File: config.mk
export PLATFORM = sky130hd
export DESIGN_NAME = uart_tx_arbiter_flat
export DESIGN_NICKNAME = d
export VERILOG_FILES = /design/src/rtl/uart_tx_arbiter_if.sv /design/src/rtl/uart_tx_arbiter.sv /design/src/flat_wrapper.sv
export SDC_FILE = /design/constraint.sdc
export NUM_CORES = 1
export LEC_CHECK = 0
export ABC_AREA = 1
export CAP_MARGIN = 20
export CORE_UTILIZATION = 55
export DETAILED_ROUTE_END_ITERATION = 10
export GPL_TIMING_DRIVEN = 0
export PLACE_DENSITY = 0.84
export SYNTH_ARGS = -nofsm -noshare
export SYNTH_HDL_FRONTEND = slang
export SYNTH_SLANG_ARGS = --single-unit
File: constraint.sdc
create_clock -name clk -period 4.7 [get_ports clk]
set_input_delay 1.175 -clock clk [delete_from_list [all_inputs] [get_ports clk]]
set_output_delay 1.175 -clock clk [all_outputs]
set_load 0.02 [all_outputs]
File: src/rtl/uart_tx_arbiter_if.sv
// uart_tx_arbiter_if: requester bus and serial-line outputs of the shared UART transmitter
// Ports (signals):
//   req_valid  [N_REQ]    requester i has a byte pending
//   req_data   [8*N_REQ]  byte for requester i in bits [8i+7:8i]
//   req_ready  [N_REQ]    one-hot accept strobe
//   tx                    serial line, idle high
//   busy                  a frame is being shifted out
//   frame_done            one-cycle pulse after the stop bit
//   done_id    [3]        requester of the completed frame
interface uart_tx_arbiter_if #(
    parameter int N_REQ = 2
);
    logic [N_REQ-1:0]   req_valid;
    logic [8*N_REQ-1:0] req_data;
    logic [N_REQ-1:0]   req_ready;
    logic               tx;
    logic               busy;
    logic               frame_done;
    logic [2:0]         done_id;
    modport master (
        output req_valid, req_data,
        input  req_ready, tx, busy, frame_done, done_id
    );
    modport slave (
        input  req_valid, req_data,
        output req_ready, tx, busy, frame_done, done_id
    );
endinterface

File: src/rtl/uart_tx_arbiter.sv
// uart_tx_arbiter: round-robin arbiter sharing one 8N1 UART transmit line
// Ports:
//   clk  system clock, rising edge
//   rst  synchronous active-high reset
//   bus  slave side of uart_tx_arbiter_if (requests in, ready/tx/status out)
module uart_tx_arbiter #(
    parameter int CLK_HZ = 65_000_000,
    parameter int BAUD   = 115200,
    parameter int N_REQ  = 2
) (
    input  logic             clk,
    input  logic             rst,
    uart_tx_arbiter_if.slave bus
);
    localparam int DIV = (CLK_HZ + BAUD / 2) / BAUD;
    localparam int CW  = $clog2(DIV);
    localparam int IW  = N_REQ > 1 ? $clog2(N_REQ) : 1;
    localparam int NP  = 2 ** IW;
    typedef enum logic [1:0] {IDLE, START, DATA, STOP} state_t;
    state_t          state_q, state_d;
    logic [CW-1:0]   baud_q, baud_d;
    logic [2:0]      bit_q, bit_d;
    logic [IW-1:0]   last_q, last_d, gnt, idx;
    logic [7:0]      shift_q, shift_d;
    logic            fd_q, fd_d;
    logic            gnt_vld, tick, accept;
    logic [NP-1:0]   v_pad;
    logic [8*NP-1:0] d_pad;
    // Round-robin search starting just after the last granted requester
    always_comb begin
        v_pad = NP'(bus.req_valid);
        d_pad = (8 * NP)'(bus.req_data);
        gnt = last_q;
        gnt_vld = 1'b0;
        idx = '0;
        for (int k = 1; k <= N_REQ; k++) begin
            idx = IW'((int'(last_q) + k) % N_REQ);
            if (!gnt_vld && v_pad[idx]) begin
                gnt_vld = 1'b1;
                gnt = idx;
            end
        end
        accept = state_q == IDLE && gnt_vld && !rst;
    end
    always_ff @(posedge clk) begin
        if (rst) begin
            state_q <= IDLE;
            baud_q  <= '0;
            bit_q   <= '0;
            last_q  <= IW'(N_REQ - 1);
            shift_q <= '0;
            fd_q    <= 1'b0;
        end else begin
            state_q <= state_d;
            baud_q  <= baud_d;
            bit_q   <= bit_d;
            last_q  <= last_d;
            shift_q <= shift_d;
            fd_q    <= fd_d;
        end
    end
    always_comb begin
        tick = baud_q == CW'(DIV - 1);
        state_d = state_q == IDLE ? (gnt_vld ? START : IDLE) :
                  !tick           ? state_q :
                  state_q == START ? DATA :
                  state_q == STOP  ? IDLE :
                  bit_q == 3'd7    ? STOP : DATA;
        baud_d  = (state_q == IDLE || tick) ? '0 : baud_q + 1'b1;
        bit_d   = state_q == DATA ? bit_q + 3'(tick) : '0;
        shift_d = accept ? d_pad[{gnt, 3'b000} +: 8] :
                  (state_q == DATA && tick) ? shift_q >> 1 : shift_q;
        last_d  = accept ? gnt : last_q;
        fd_d    = state_q == STOP && tick;
    end
    always_comb begin
        bus.req_ready  = accept ? N_REQ'(1) << gnt : '0;
        bus.tx         = state_q == START ? 1'b0 : state_q == DATA ? shift_q[0] : 1'b1;
        bus.busy       = state_q != IDLE;
        bus.frame_done = fd_q;
        bus.done_id    = fd_q ? 3'(last_q) : 3'd0;
    end
endmodule
File: src/flat_wrapper.sv
// flat-port wrapper written by rule: the top's interface ports become plain ports
module uart_tx_arbiter_flat 
#(
    parameter int CLK_HZ = 65_000_000,
    parameter int BAUD   = 115200,
    parameter int N_REQ  = 2
)
  (clk, rst, bus_req_valid, bus_req_data, bus_req_ready, bus_tx, bus_busy, bus_frame_done, bus_done_id);
  uart_tx_arbiter_if #(.N_REQ(N_REQ)) bus_i ();
  input  logic clk;
  input  logic rst;
  input wire logic [$bits(bus_i.req_valid)-1:0] bus_req_valid;
  input wire logic [$bits(bus_i.req_data)-1:0] bus_req_data;
  output wire logic [$bits(bus_i.req_ready)-1:0] bus_req_ready;
  output wire logic [$bits(bus_i.tx)-1:0] bus_tx;
  output wire logic [$bits(bus_i.busy)-1:0] bus_busy;
  output wire logic [$bits(bus_i.frame_done)-1:0] bus_frame_done;
  output wire logic [$bits(bus_i.done_id)-1:0] bus_done_id;
  assign bus_i.req_valid = bus_req_valid;
  assign bus_i.req_data = bus_req_data;
  assign bus_req_ready = bus_i.req_ready;
  assign bus_tx = bus_i.tx;
  assign bus_busy = bus_i.busy;
  assign bus_frame_done = bus_i.frame_done;
  assign bus_done_id = bus_i.done_id;
  uart_tx_arbiter #(.CLK_HZ(CLK_HZ), .BAUD(BAUD), .N_REQ(N_REQ)) u_core (.clk(clk), .rst(rst), .bus(bus_i));
endmodule
==> results of run 1 <==
==> sequential cells by signal, indices dropped and copies added (netlist names) <==
name and cells:
u_core.state_q 2, u_core.baud_q 10, u_core.shift_q 8, u_core.bus.frame_done 1, u_core.bit_q 3, u_core.last_q 1
==> placed cells by master, fill, tap and decap left out <==
cell                               n
sky130_fd_sc_hd__a21oi_1           5
sky130_fd_sc_hd__a21oi_2           1
sky130_fd_sc_hd__buf_2             2
sky130_fd_sc_hd__buf_4             2
sky130_fd_sc_hd__buf_6             1
sky130_fd_sc_hd__clkbuf_1          1
sky130_fd_sc_hd__clkbuf_4          3
sky130_fd_sc_hd__clkdlybuf4s50_1  25
sky130_fd_sc_hd__conb_1            2
sky130_fd_sc_hd__dfxtp_1          25
sky130_fd_sc_hd__ha_1              7
sky130_fd_sc_hd__inv_1            22
sky130_fd_sc_hd__inv_2             2
sky130_fd_sc_hd__nand2_1          68
sky130_fd_sc_hd__nand2_2           4
sky130_fd_sc_hd__nand3_1          16
sky130_fd_sc_hd__nand3_2           3
sky130_fd_sc_hd__nand3_4           1
sky130_fd_sc_hd__nor2_1           30
sky130_fd_sc_hd__nor2_2            1
sky130_fd_sc_hd__nor2_4            2
sky130_fd_sc_hd__nor3b_2           1
sky130_fd_sc_hd__o211ai_1          1
sky130_fd_sc_hd__o21ai_0           1
sky130_fd_sc_hd__o21ai_1           1
sky130_fd_sc_hd__o21ai_2           1
sky130_fd_sc_hd__or2_0             1
sky130_fd_sc_hd__or2_2             1
sky130_fd_sc_hd__xnor2_1           4
sky130_fd_sc_hd__xor2_1            3
==> logic make-up (layout without fill, tap and decap cells) <==
family	after synthesis	count (layout)	synth area share [%]
flops	25	25	35.4
xor+xnor	7	7	4.34
other cells	1	2	0.265
fa+ha+maj	7	7	6.19
compound gates	10	10	4.25
buf+inv	29	58	8.94
simple gates	128	128	40.6
==> metrics by stage <==
step / setup slack, ns / hold slack, ns / area [um2] / std cells
3_5_place_dp: 0.627 / 0.450 / 1710 / 263
3_3_place_gp: 0.625 / 0.441 / 1710 / 263
4_1_cts: 0.616 / 0.483 / 1730 / 267
6_report: 0.637 / 0.480 / 1730 / 267
5_1_grt: 0.509 / 0.517 / 1730 / 267
2_1_floorplan: 1.68 / 0.429 / 1420 / 208
==> area by class of cell <==
cell class,instances,area (um2)
buffer,5,36.3
tap,30,37.5
sequential,25,500
inverter,24,90.1
multi-input combinational,154,791
fill,228,723
timing repair buffer,25,250
clock buffer,4,26.3
==> metal layers <==
layer  part of all wire [%]  vias up
met5                      0        -
met2                     45       29
met1                     48      526
li1                       -      693
met4                   0.52        0
met3                    6.3        2
==> power by group through the flow <==
stage	Clock (mW)	Combinational, mW	Sequential (mW)
after floorplan	0	0.173	0.265
after global placement	0	0.237	0.269
after detailed placement	0	0.242	0.270
after CTS	0.0959	0.243	0.265
after global routing	0.105	0.271	0.269
final	0.0906	0.240	0.265
==> final timing paths <==
path / slack, ns / cells past startpoint / endpoint
min: 0.48 / 1 / u_core.baud_q[0]$_SDFF_PP0_
max: 0.64 / 7 / bus_req_ready[1]
min reg2reg: 0.48 / 1 / u_core.baud_q[0]$_SDFF_PP0_
max reg2reg: 2.96 / 8 / u_core.bit_q[2]$_SDFF_PP0_
==> worst max-delay path: stages <==
cell	delay [ns]
sky130_fd_sc_hd__clkdlybuf4s50_1	0.52
sky130_fd_sc_hd__o21ai_1	0.12
sky130_fd_sc_hd__nor2_2	0.13
sky130_fd_sc_hd__buf_2	0.21
sky130_fd_sc_hd__nand2_1	0.09
sky130_fd_sc_hd__inv_1	0.06
sky130_fd_sc_hd__clkdlybuf4s50_1	0.59
==> impl_metrics.tcl, run 1 <==
set metrics [dict create \
    top_level_ports 28 \
    type_of_origin_of_the_critical_path "input port" \
    netlist_area_mm2 0.00141 \
    via_count_of_the_first_global_routing_pass 1013 \
    outcome "complete, no violations" \
    power_density_mw_per_mm2 344 \
    clock_latency_of_the_later_clocked_register_in_the_worst_skew_pair_ns 0.30 \
    cts.repair.resized 0 \
    drtAntennaViolNets 0 \
    grt_use_met3_pct 2.61 \
    ys_async_sr_fraction_pct 0 \
    postSynth.topFlopCell "sky130_fd_sc_hd__dfxtp_1" \
    hold_path.class "reg2reg" \
    synthTopCellsByCount "sky130_fd_sc_hd__nand2_1, sky130_fd_sc_hd__nor2_1, sky130_fd_sc_hd__dfxtp_1" \
    detailed_place_hpwl_mm 1.94 \
    cp_data_arrival_time_ns 2.89 \
    timing_max_transition_violations_final 0 \
    total_switching_power_mw 0.218 \
    cp-end-kind "output pin" \
    yosys.area.top_type "sky130_fd_sc_hd__dfxtp_1" \
    synth_edf_count 0 \
    die_width_um 52.7 \
    wl_per_cell_um 9.38 \
    portBuffers 25 \
    grt_first_pass_wirelength_mm 4.00 \
    row_count 18 \
    combPwrFrac_pct 40.3 \
    antenna_found_initial 0 \
    route.detailed.drc 0 \
    clkPwrFrac_pct 15.2 \
    clock_tree.root_cell "sky130_fd_sc_hd__clkbuf_4" \
    final.period_utilization_pct 86.4 \
    postSynthAreaPerCell_um2 6.83 \
    achievable-frequency_mhz 246 \
    setup.worst_path.class "in2out" \
    unrepaired_setup_endpoints_after_global_routing "false" \
    leakagePower_nw 0.784 \
    start_util_pct 57.6 \
    clkSinkCount 25 \
    fin_setup_tns_ns 0 \
    route.vias.total 1250 \
    peakVddDrop_uv 273 \
    cts_htree_levels 1 \
    final_hold_viol_count 0 \
    synth_largest_type_area_fraction_pct 35.4 \
    worst_setup_path_startpoint "bus_req_valid[1]" \
    die_height_um 52.7 \
    cts_buffers 3 \
    switching_share_pct 36.6 \
    final_util_pct 70.5 \
    hold_start "u_core.baud_q[0]$_SDFF_PP0_" \
    grt_start_max_net_pins 14 \
    cp_max_fo 10 \
    vias_per_cell 4.68 \
    use_met2_pct 34.4 \
    yosysSeqAreaShare_pct 35.4 \
    setup_viol 0 \
    globalplace.congestion 0.778 \
    track_usage_pct 18.9 \
    ctsHoldBuffers 0 \
    ys_seq_elements 25 \
    seq_power_share_pct 44.5 \
    finalCriticalPeriod_ns 4.06 \
    core_area_mm2 0.00245 \
    rr_startpoint "u_core.baud_q[0]$_SDFF_PP0_" \
    synthesis.yosys.warnings 0 \
    ratio_of_cells_with_drive_above_1_in_the_final_layout_pct 10.5 \
    p_int_mw 0.378 \
    final.setup_skew_ns 0.00724 \
    cp.required_ns 3.52 \
    global_route.overflow_total 0 \
    netlist_top_cells_area "sky130_fd_sc_hd__dfxtp_1, sky130_fd_sc_hd__nand2_1, sky130_fd_sc_hd__nor2_1, sky130_fd_sc_hd__ha_1, sky130_fd_sc_hd__inv_1" \
    drt_pre_antenna_iters 4 \
    die_area_mm2 0.00278 \
    n_antenna_cell 0 \
    clk_pin_slew_ns 0.13 \
    grt_util_met1_pct 22.7 \
    clockBufferDepth 2 \
    most_instantiated_library_cell_after_synthesis "sky130_fd_sc_hd__nand2_1" \
    drt_first_iter_violations 11 \
    syn_to_final_growth_pct 22.5 \
    wirelength_mm 2.50 \
    overall_power_after_layout_mw 0.596 \
    yosysUniqueCellTypes 27 \
    post-cts-setup-buffer-count 0 \
    postSynthCellCount 207 \
    tritoncts_clock_tree "done" \
    finalNetCount 265 \
    most_utilized_layer_in_the_global_route_result "met2" \
    max_cap_violations 0 \
]
No activity file was read; power rests on OpenSTA's default activity.
==> run 2: changes to the inputs <==
--- a/config.mk
+++ b/config.mk
@@ -8,6 +8,7 @@
 export ABC_AREA = 1
 export CAP_MARGIN = 20
 export CORE_UTILIZATION = 55
+export CTS_CLUSTER_DIAMETER = 150
 export DETAILED_ROUTE_END_ITERATION = 10
 export GPL_TIMING_DRIVEN = 0
 export PLACE_DENSITY = 0.84
==> results of run 2 <==
Final layout, timing and power as in run 1 (identical DEF).
